### src/rtl/ysyx_23060061_mem_arbiter.sv
// N-master to 1-slave memory arbiter: one latched winner is forwarded to the slave and its response routed back.
// Latency: accept T0, slave request T1, slave response T2, master response T3 (min); 1 transaction per 4 cycles.
// Backpressure: s_req_ready / m_resp_ready stalls hold latched fields stable; optional timeout returns an error response.
module ysyx_23060061_mem_arbiter #(
    parameter  int NUM_M       = 2,
    parameter  int ADDR_W      = 32,
    parameter  int DATA_W      = 32,
    parameter  int ARB_MODE    = 0,
    parameter  int TIMEOUT_CYC = 0,
    localparam int MASK_W      = DATA_W / 8,
    localparam int GW          = (NUM_M > 1) ? $clog2(NUM_M) : 1
) (
    input  logic                    clk,
    input  logic                    rst,
    input  logic [NUM_M-1:0]        m_req_valid,
    output logic [NUM_M-1:0]        m_req_ready,
    input  logic [NUM_M-1:0]        m_req_wen,
    input  logic [NUM_M*ADDR_W-1:0] m_req_addr,
    input  logic [NUM_M*DATA_W-1:0] m_req_wdata,
    input  logic [NUM_M*MASK_W-1:0] m_req_wmask,
    output logic [NUM_M-1:0]        m_resp_valid,
    input  logic [NUM_M-1:0]        m_resp_ready,
    output logic [DATA_W-1:0]       m_resp_rdata,
    output logic                    m_resp_err,
    output logic                    s_req_valid,
    input  logic                    s_req_ready,
    output logic                    s_req_wen,
    output logic [ADDR_W-1:0]       s_req_addr,
    output logic [DATA_W-1:0]       s_req_wdata,
    output logic [MASK_W-1:0]       s_req_wmask,
    input  logic                    s_resp_valid,
    output logic                    s_resp_ready,
    input  logic [DATA_W-1:0]       s_resp_rdata,
    output logic [GW-1:0]           grant_id
);

    // Timer only needs to count up to the last cycle before the timeout fires.
    localparam int TW      = (TIMEOUT_CYC > 1) ? $clog2(TIMEOUT_CYC + 1) : 1;
    localparam int TO_LAST = (TIMEOUT_CYC > 0) ? TIMEOUT_CYC - 1 : 0;

    typedef enum logic [1:0] {
        S_IDLE = 2'd0,
        S_REQ  = 2'd1,
        S_RESP = 2'd2,
        S_DONE = 2'd3
    } state_t;

    state_t              r_state;
    state_t              w_next;
    logic [GW-1:0]       r_grant;
    logic [GW-1:0]       r_rr_ptr;
    logic                r_wen;
    logic [ADDR_W-1:0]   r_addr;
    logic [DATA_W-1:0]   r_wdata;
    logic [MASK_W-1:0]   r_wmask;
    logic [DATA_W-1:0]   r_rdata;
    logic                r_err;
    logic [TW-1:0]       r_timer;

    logic                w_any;
    logic [GW-1:0]       w_win;
    logic [GW-1:0]       w_cand;
    logic                w_timeout;

    // The timeout fires on the TIMEOUT_CYC-th cycle spent in REQ+RESP.
    assign w_timeout = (TIMEOUT_CYC > 0) && (r_timer == TW'(TO_LAST));

    // Winner select: fixed mode scans from index 0, round-robin scans from rr_ptr+1 with wrap.
    always_comb begin
        w_any  = 1'b0;
        w_win  = '0;
        w_cand = '0;
        for (int k = 0; k < NUM_M; k++) begin
            if (ARB_MODE != 0) begin
                w_cand = GW'(k);
            end else begin
                w_cand = GW'((int'(r_rr_ptr) + 1 + k) % NUM_M);
            end
            if (!w_any && m_req_valid[w_cand]) begin
                w_any = 1'b1;
                w_win = w_cand;
            end
        end
    end

    // State register; reset aborts any transaction in flight.
    always_ff @(posedge clk) begin
        if (!rst) begin
            r_state <= S_IDLE;
        end else begin
            r_state <= w_next;
        end
    end

    // Next-state logic; a timeout in REQ takes precedence over a late slave accept.
    always_comb begin
        w_next = r_state;
        case (r_state)
            S_IDLE: if (w_any) w_next = S_REQ;
            S_REQ: begin
                if (w_timeout) begin
                    w_next = S_DONE;
                end else if (s_req_ready) begin
                    w_next = S_RESP;
                end
            end
            S_RESP: if (s_resp_valid || w_timeout) w_next = S_DONE;
            S_DONE: if (m_resp_ready[r_grant]) w_next = S_IDLE;
            default: w_next = S_IDLE;
        endcase
    end

    // Handshake outputs decoded from state; no accept is offered while reset is asserted.
    always_comb begin
        m_req_ready  = '0;
        m_resp_valid = '0;
        s_req_valid  = 1'b0;
        s_resp_ready = 1'b0;
        grant_id     = '0;
        case (r_state)
            S_IDLE: if (rst && w_any) m_req_ready[w_win] = 1'b1;
            S_REQ: begin
                s_req_valid = 1'b1;
                grant_id    = r_grant;
            end
            S_RESP: begin
                s_resp_ready = 1'b1;
                grant_id     = r_grant;
            end
            S_DONE: begin
                m_resp_valid[r_grant] = 1'b1;
                grant_id              = r_grant;
            end
            default: ;
        endcase
    end

    assign s_req_wen    = r_wen;
    assign s_req_addr   = r_addr;
    assign s_req_wdata  = r_wdata;
    assign s_req_wmask  = r_wmask;
    assign m_resp_rdata = r_rdata;
    assign m_resp_err   = r_err;

    // Datapath: latch the winner's request in IDLE, the response in RESP, advance rr_ptr when DONE retires.
    always_ff @(posedge clk) begin
        if (!rst) begin
            r_grant  <= '0;
            r_rr_ptr <= GW'(NUM_M - 1);
            r_wen    <= 1'b0;
            r_addr   <= '0;
            r_wdata  <= '0;
            r_wmask  <= '0;
            r_rdata  <= '0;
            r_err    <= 1'b0;
            r_timer  <= '0;
        end else begin
            case (r_state)
                S_IDLE: begin
                    if (w_any) begin
                        r_grant <= w_win;
                        r_wen   <= m_req_wen[w_win];
                        r_addr  <= m_req_addr[int'(w_win)*ADDR_W +: ADDR_W];
                        r_wdata <= m_req_wdata[int'(w_win)*DATA_W +: DATA_W];
                        r_wmask <= m_req_wmask[int'(w_win)*MASK_W +: MASK_W];
                        r_timer <= '0;
                    end
                end
                S_REQ: begin
                    r_timer <= r_timer + TW'(1);
                    if (w_timeout) begin
                        r_rdata <= '0;
                        r_err   <= 1'b1;
                    end
                end
                S_RESP: begin
                    r_timer <= r_timer + TW'(1);
                    // A response landing on the timeout cycle still wins.
                    if (s_resp_valid) begin
                        r_rdata <= s_resp_rdata;
                        r_err   <= 1'b0;
                    end else if (w_timeout) begin
                        r_rdata <= '0;
                        r_err   <= 1'b1;
                    end
                end
                S_DONE: begin
                    if (m_resp_ready[r_grant]) r_rr_ptr <= r_grant;
                end
                default: ;
            endcase
        end
    end

endmodule

### config.mk
export PLATFORM = sky130hd
export DESIGN_NAME = ysyx_23060061_mem_arbiter
export DESIGN_NICKNAME = d
export VERILOG_FILES = /design/src/rtl/ysyx_23060061_mem_arbiter.sv
export SDC_FILE = /design/constraint.sdc
export NUM_CORES = 1
export LEC_CHECK = 0
export ABC_AREA = 1
export BUFFER_PORTS_ARGS = -buffer_cell sky130_fd_sc_hd__buf_4
export CORE_AREA = 2 2 111 113
export CTS_CLUSTER_SIZE = 10
export DETAILED_ROUTE_END_ITERATION = 8
export DIE_AREA = 0 0 113 115
export GPL_TIMING_DRIVEN = 0
export HOLD_SLACK_MARGIN = 0.08
export PLACE_DENSITY = 0.82
export REMOVE_ABC_BUFFERS = 1
export SYNTH_ARGS = -nofsm -noshare
export SYNTH_HDL_FRONTEND = slang
export SYNTH_SLANG_ARGS = --single-unit
### constraint.sdc
create_clock -name clk -period 1.6 [get_ports clk]
set_input_delay 0.16 -clock clk [delete_from_list [all_inputs] [get_ports clk]]
set_output_delay 0.16 -clock clk [all_outputs]
set_load 0.01 [all_outputs]
==> flow_metrics.tcl, run 1 <==
set metrics [dict create \
    status "finished with violations" \
    violations "DRC, setup timing" \
    async_flop_share 0 \
    diodes 0 \
    yosys.cell_types.count 18 \
    synthMuxAreaShare 0 \
    synth-simple-area-share 0.285 \
    post-place-ws_ns -1.72 \
    ys_seq_area_frac 0.448 \
    grt_max_degree 108 \
    start_util 0.398 \
    cts_buffers 9 \
    r2r_slack_ns 0.03 \
    start_kind "flip-flop" \
    clkTransAtPathRegs_ns 0.07 \
    wirelength_met1_mm 6.95 \
    drv_cap 0 \
    synth_top_family_by_area "simple AND/OR/NAND/NOR gates" \
    synth_compound_area_frac 0.186 \
    mostFrequentLayoutCells "buf_4, nand3_1, dfxtp_1, nand2_1, nor2_1" \
    timing.rr.start "r_state[1]" \
    hp-start "s_resp_rdata[24]" \
    synth_area_mm2 0.00470 \
    layout_commonest_cell "buf_4" \
    slew_viol_final 0 \
    multi_input_area_mm2 0.00240 \
    worstMarginPinSlew_ns 0.757 \
    port_buffers 285 \
    insertion_delay_ns 0.34 \
    core_mm2 0.0118 \
    die_y_um 115 \
    irDropWorstVdd_v 0.000751 \
    rr_worst_depth 8 \
    post_synth.cell_area_avg_um2 7.97 \
    setup_viol 1 \
    synth-seq-cells 105 \
    cp.arrival_ns 1.44 \
    synth_top_area_frac 0.448 \
    fin_skew_ns 0.00910 \
    grt_pass1_vias 5162 \
    clkSinkCount 105 \
    rsz0062_at_grt "true" \
    num_rows 40 \
    fin_ws_ns -0.00176 \
    end_kind "output port" \
    synthAdderAreaFrac 0.0133 \
    cts_tree "done" \
    drc_errors 20 \
    post-route-util 0.654 \
    yosys.area.top_type "dfxtp_1" \
    cts_root_buf "clkbuf_16" \
    syn_to_final_growth_pct 64.4 \
    drt_iter0_drc 413 \
    grt_pass1_wl_mm 26.6 \
    max_slew_margin 0.495 \
    ys_warn_count 0 \
    vias_per_cell 5.31 \
    synth_edf_count 0 \
    ys_top_cells_by_area "dfxtp_1, nand3_1, o211a_1, nand2_1, nor2_1" \
    first_pass_iters 7 \
    route.vias.total 5477 \
    finalPower_mw 11.5 \
    grt_overflow 0 \
    post-route-min-period_ns 1.60 \
    max_freq_mhz 624 \
    fill_cells 962 \
    gp_congestion 0.796 \
    dp_hpwl_mm 10.1 \
    synthXorXnorAreaFrac 0 \
    dr_wl_met3_mm 1.77 \
    p_per_area_mw_per_mm2 1490 \
    r2r-end "s_req_wdata[18]" \
    hold_depth 3 \
    htreeDepth 3 \
    grt_util_all_layers 0.257 \
    crit_required_ns 1.44 \
    die_width_um 113 \
    antenna_found_initial 0 \
    synth_ff_type "dfxtp_1" \
    min_path_type "primary input to flip-flop" \
    nNetsFinal 1062 \
    die-area_mm2 0.0130 \
    cts_buffer_depth 2 \
    worstHoldEndpoint "m_resp_rdata[24]" \
    dr_wl_met2_mm 8.68 \
    worstPathMaxFanout 5 \
    wirelength_mm 17.8 \
    drive_above_1_share 0.391 \
    p_leak_nw 4.14 \
    finalCritPeriodShare 1.00 \
    maxUsedRoutingLayer "met4" \
    syn_inst 589 \
    regArea_mm2 0.00211 \
    num_io_pins 287 \
    hold_viol 0 \
    ant_nets 0 \
    wl_per_cell_um 17.2 \
    critical_path_class "flip-flop to output port" \
]
-- cell usage after synthesis (3+ instances only) --
| cell type | n |
|---|---|
| buf_2 | 29 |
| nand3_1 | 142 |
| nand2_1 | 82 |
| buf_4 | 3 |
| ha_1 | 5 |
| inv_1 | 14 |
| clkbuf_1 | 22 |
| dfxtp_1 | 105 |
| nor2_1 | 76 |
| o21ai_0 | 33 |
| o211a_1 | 69 |
-- report_power, final --
group	total, mW	internal [mW]	leakage [nW]	switching, mW
sequential	3.94	3.48	0.867	0.465
combinational	5.32	2.73	3.14	2.59
clock	2.22	1.21	0.137	1.00
total	11.5	7.42	4.14	4.06
-- layout make-up --
cell class,count,area share
timing repair buffer,329,0.344
multi-input combinational,419,0.311
tap,147,0.0238
clock inverter,7,0.00924
timing repair inverter,1,0.000972
clock buffer,9,0.0292
inverter,14,0.00827
sequential,105,0.274
-- per-stage QoR --
step / hold slack [ns] / cells / TNS [ns] / area (um^2)
global route: 0.102 / 1031 / -0.406 / 7720
finish: 0.0878 / 1031 / -0.00176 / 7720
detailed placement: 0.418 / 968 / -139.97 / 6820
global placement: 0.410 / 965 / -177.39 / 6760
floorplan: 0.259 / 533 / -82.79 / 4430
CTS: 0.0815 / 1025 / -0.00227 / 7590
-- critical path, cell delays in order, from the launching register on --
cell,delay [ns]
dfxtp_4,0.37
inv_4,0.07
ha_4,0.15
inv_4,0.05
nor2_4,0.21
inv_2,0.08
nor2_4,0.08
buf_6,0.10
-- state kept, by name (all words and copies together), names as in the netlist --
register      count
s_req_wdata      32
s_req_wen         1
s_req_addr       32
r_rr_ptr          1
r_state           2
m_resp_rdata     32
r_grant           1
s_req_wmask       4
-- worst max-delay path by stage --
| stage | to | start | cells after the start | slack (ns) |
|---|---|---|---|---|
| after floorplan | m_req_ready[0] | r_state[0] | 6 | -1.13 |
| after global placement | s_req_wdata[23] | m_req_valid[1] | 5 | -2.32 |
| after detailed placement | m_req_ready[1] | r_rr_ptr | 4 | -1.72 |
| after CTS | s_req_wdata[22] | r_state[1] | 8 | -0.002 |
| after global routing | m_req_ready[0] | r_state[0] | 7 | -0.05 |
| final | m_req_ready[0] | r_state[1] | 7 | -0.002 |
-- cell families after synthesis --
logic type | Yosys count
DFF | 105
AOI/OAI and AO/OA | 104
and+or+nand+nor | 304
other | 1
adders and majority gates | 5
buffers and inverters | 70
-- layer usage --
layer	GRT usage	vias to the layer above
met1	0.298	2556
met5	0	-
met4	0.0764	0
met2	0.447	265
li1	-	2622
met3	0.0938	34
-- timing repair --
action	CTS	global route
cloned	7	2
endpoints found under the hold margin	23	0
resized for setup	22	12
pin swaps	3	1
buffers inserted	11	4
endpoints found under the setup margin	104	74
hold buffers	23	0
Note: power is estimated with default switching activity, not from simulation.
==> run 2, diff against run 1 <==
ABC_CLOCK_PERIOD_IN_PS = 1600   (was unset)
CORE_AREA = unset   (was 2 2 111 113)
CORE_ASPECT_RATIO = 0.6   (was unset)
CORE_UTILIZATION = 43   (was unset)
DIE_AREA = unset   (was 0 0 113 115)
PLACE_DENSITY = 0.87   (was 0.82)
==> flow_metrics.tcl, run 2 (same netlist as run 1, synthesis figures left out) <==
set metrics [dict create \
    wl_per_cell_um 17.0 \
    nNetsFinal 1055 \
    port_buffers 285 \
    slew_viol_final 0 \
    drive_above_1_share 0.395 \
    max_stage_delay_ns 0.37 \
    start_util 0.443 \
    end_kind "output port" \
    post-place-ws_ns -1.75 \
    critical_path_class "flip-flop to output port" \
    diodes 0 \
    fin_skew_ns 0.0109 \
    cp_common_cell "inv_4" \
    max_slew_margin 0.463 \
    r2r_slack_ns 0.03 \
    post-route-min-period_ns 1.58 \
    drv_cap 0 \
    wirelength_mm 17.3 \
    core_mm2 0.0106 \
    syn_to_final_growth_pct 63.3 \
    route.vias.total 5360 \
    max_freq_mhz 634 \
    layout_commonest_cell "buf_4" \
    p_leak_nw 4.14 \
    num_rows 29 \
    cp.arrival_ns 1.42 \
    vias_per_cell 5.28 \
    cts_tree "done" \
    p_per_area_mw_per_mm2 1490 \
    insertion_delay_ns 0.34 \
    status "finished clean" \
    slowest_stage "dfxtp_4" \
    grt_util_all_layers 0.293 \
    grt_overflow 0 \
    critical_path.startpoint "r_state[1]" \
    mostFrequentLayoutCells "buf_4, nand3_1, dfxtp_1, nand2_1, nor2_1" \
    finalCritPeriodShare 0.986 \
    drt_iter0_drc 372 \
    num_io_pins 287 \
    die_width_um 137 \
    worstMarginPinSlew_ns 0.806 \
    rr_worst_depth 8 \
    irDropWorstVdd_v 0.000854 \
    r2r-end "s_req_wdata[25]" \
    die-area_mm2 0.0114 \
    critPathCapture "m_req_ready[0]" \
    die_y_um 83.0 \
    dp_hpwl_mm 9.73 \
    cts_root_buf "clkbuf_16" \
    crit_required_ns 1.44 \
    htreeDepth 3 \
    grt_max_degree 108 \
    clkTransAtPathRegs_ns 0.08 \
    grt_pass1_wl_mm 26.1 \
    min_path_type "primary input to flip-flop" \
    drc_errors 0 \
    start_kind "flip-flop" \
    ant_nets 0 \
    cts_buffers 9 \
    cts_buffer_depth 2 \
    hold_viol 0 \
    first_pass_iters 5 \
    setup_viol 0 \
    dp_cells 960 \
    cp_cell_sequence "inv_4, ha_4, inv_4, nor2_4, buf_12, inv_4, nor2_2, buf_4" \
    clkSinkCount 105 \
    rsz0062_at_grt "true" \
    post-route-util 0.724 \
    layout.cells.non_filler 1016 \
    grt_pass1_vias 5102 \
    timing.rr.start "r_state[1]" \
    gp_congestion 0.810 \
    fin_ws_ns 0.0224 \
    worstPathMaxFanout 4 \
    antenna_found_initial 0 \
]
[run 2: cell count changes in the layout (fill, tap and decap cells not counted), sizes merged]
cell and delta:
clkinvlp -1, nor2 -1, inv +1, dlygate4sd3 -7, bufinv -1, clkbuf +1, bufbuf +1
[run 2: through the flow]
stage	power, mW	TNS, ns	hold slack, ns	cell area (um^2)
3_3_place_gp	7.94	-173.97	0.410	6750
4_1_cts	11.2	0	0.0801	7570
5_1_grt	12.1	-0.235	0.0917	7670
3_5_place_dp	8.45	-141.30	0.419	6810
2_1_floorplan	6.05	-82.79	0.259	4430
6_report	11.5	0	0.0864	7670
[run 2: worst max-delay path, delay by kind of cell, from the launching register on]
| family | cells | cell delay, ns |
|---|---|---|
| fa+ha+maj | 1 | 0.15 |
| buf+inv | 5 | 0.38 |
| flops | 1 | 0.37 |
| simple gates | 2 | 0.19 |
[run 2: repair_timing]
item                                    CTS  global route
setup buffers                            14             0
endpoints found under the setup margin  104            82
hold buffers                             16             0
gates resized for setup                  24            12
gates cloned                              8             2
endpoints found under the hold margin    16             0
pin swaps                                 3             0
[run 2: report_power, final]
group / total, mW / internal, mW / leakage (nW) / switching (mW)
clock network: 2.10 / 1.10 / 0.135 / 0.994
logic: 5.41 / 2.83 / 3.13 / 2.58
registers: 3.95 / 3.48 / 0.867 / 0.472
total: 11.5 / 7.41 / 4.14 / 4.05
[run 2: cell type report]
type / count / area [um^2]
Clock inverter: 6 / 42.5
Sequential cell: 105 / 2110
Fill cell: 826 / 2930
Timing Repair inverter: 1 / 7.51
Tap cell: 139 / 174
Multi-Input combinational cell: 418 / 2390
Timing Repair Buffer: 323 / 2640
Inverter: 14 / 66.3
Clock buffer: 10 / 239
[run 2: how the worst min path moves through the flow]
stage,from,end,cells past startpoint
global placement,s_resp_rdata[27],m_resp_rdata[27],3
CTS,s_resp_rdata[18],m_resp_rdata[18],3
global route,s_resp_rdata[18],m_resp_rdata[18],3
finish,s_resp_rdata[18],m_resp_rdata[18],3
detailed placement,s_resp_rdata[28],m_resp_rdata[28],3
floorplan,rst,r_rr_ptr,1
[run 2: layer usage]
layer	track usage	vias up	routed length [um]	share of wire
met5	0	-	0	0
met4	0.0649	0	224	0.013
met1	0.366	2527	7190	0.42
met3	0.0720	16	1350	0.078
li1	-	2603	-	-
met2	0.506	214	8490	0.49
==> run 3, diff against run 2 <==
RECOVER_POWER = 100   (was unset)
==> flow_metrics.tcl, run 3 (same netlist as run 1, synthesis figures left out) <==
set metrics [dict create \
    rsz0062_at_grt "true" \
    status "finished clean" \
    first_pass_iters 5 \
    post-place-ws_ns -1.75 \
    finalCritPeriodShare 0.984 \
    ant_nets 0 \
    drive_above_1_share 0.279 \
    max_stage_delay_ns 0.36 \
    dp_cells 960 \
    fill_cells 947 \
    cp_common_cell "inv_4" \
    wl_per_cell_um 17.1 \
    slowest_stage "dfxtp_4" \
    fin_setup_tns_ns 0 \
    p_per_area_mw_per_mm2 1480 \
    crit_required_ns 1.44 \
    finalPower_mw 10.8 \
    core_mm2 0.0106 \
    clkSinkCount 105 \
    layout_commonest_cell "buf_4" \
    slew_viol_final 0 \
    grt_max_degree 108 \
    clkTransAtPathRegs_ns 0.08 \
    htreeDepth 3 \
    hold_viol 0 \
    max_slew_margin 0.461 \
    die_width_um 137 \
    worstMarginPinSlew_ns 0.808 \
    end_kind "output port" \
    drc_errors 0 \
    worstPathMaxFanout 3 \
    fin_skew_ns 0.00921 \
    die-area_mm2 0.0114 \
    vias_per_cell 5.29 \
    syn_to_final_growth_pct 55.2 \
    gp_congestion 0.810 \
    grt_overflow 0 \
    drv_cap 0 \
    cp.arrival_ns 1.42 \
    dp_hpwl_mm 9.73 \
    start_util 0.443 \
    max_freq_mhz 635 \
    wirelength_mm 17.3 \
    die_y_um 83.0 \
    insertion_delay_ns 0.34 \
    start_kind "flip-flop" \
    p_leak_nw 3.73 \
    port_buffers 285 \
    mostFrequentLayoutCells "buf_4, nand3_1, dfxtp_1, clkbuf_1, nand2_1" \
    min_path_type "primary input to flip-flop" \
    irDropWorstVdd_v 0.000851 \
    diodes 0 \
    num_io_pins 287 \
    layout.cells.non_filler 1016 \
    critical_path_class "flip-flop to output port" \
    fin_ws_ns 0.0250 \
    cts_buffer_depth 2 \
    setup_viol 0 \
    grt_pass1_wl_mm 26.1 \
    route.vias.total 5370 \
    cts_buffers 9 \
    antenna_found_initial 0 \
    nNetsFinal 1055 \
    cts_tree "done" \
    num_rows 29 \
    grt_pass1_vias 5102 \
    grt_util_all_layers 0.293 \
    post-route-min-period_ns 1.58 \
    cp_cell_sequence "inv_4, ha_4, inv_4, nor2_4, buf_12, inv_4, nor2_2, buf_4" \
    drt_iter0_drc 301 \
    post-route-util 0.688 \
    cts_root_buf "clkbuf_16" \
]
==> run 3: final cells by class <==
cell class | instances | area [um^2] | area share
Tap cell | 139 | 174 | 0.0239
Clock buffer | 10 | 239 | 0.0328
Inverter | 14 | 66.3 | 0.00910
Clock inverter | 6 | 42.5 | 0.00584
Timing Repair inverter | 1 | 7.51 | 0.00103
Multi-Input combinational cell | 418 | 2390 | 0.328
Timing Repair Buffer | 323 | 2260 | 0.309
Sequential cell | 105 | 2110 | 0.290
==> run 3: layer usage <==
metal  part of all wire  up-vias  global-route usage
li1                   -     2601                   -
met1               0.42     2525               0.366
met2               0.48      220               0.506
met3              0.079       24              0.0720
met4              0.018        0              0.0649
met5                  0        -                   0
==> run 3: final timing paths <==
kind,from,end,slack (ns),depth (start not counted)
min reg2reg,m_resp_rdata[28],m_resp_rdata[28],0.48,2
max reg2reg,r_state[1],s_req_wdata[25],0.02,8
max,r_state[0],m_req_ready[0],0.02,8
min,s_resp_rdata[18],m_resp_rdata[18],0.09,3
==> run 3: critical path, delay by kind of cell (launching register included) <==
family,cells,cell delay (ns)
adder cells (fa/ha/maj),1,0.16
buffers and inverters,5,0.38
flip-flops,1,0.36
AND/OR/NAND/NOR,2,0.18
==> run 3: repair_timing <==
item | 4_1_cts | 5_1_grt
hold buffers | 16 | 0
gates cloned | 8 | 2
endpoints found under the setup margin | 104 | 82
setup buffers | 14 | 0
pin swaps | 3 | 0
gates resized for setup | 24 | 12
endpoints found under the hold margin | 16 | 0
==> run 3: power by group <==
part	internal [mW]	leakage (nW)	switching, mW
clock network	1.10	0.135	0.993
logic	2.19	2.72	2.58
registers	3.48	0.867	0.454
==> run 3: per-stage QoR <==
stage / hold WS [ns] / area [um^2]
after floorplan: 0.259 / 4430
after global placement: 0.410 / 6750
after detailed placement: 0.419 / 6810
after CTS: 0.0801 / 7570
after global routing: 0.0917 / 7290
final: 0.0893 / 7290
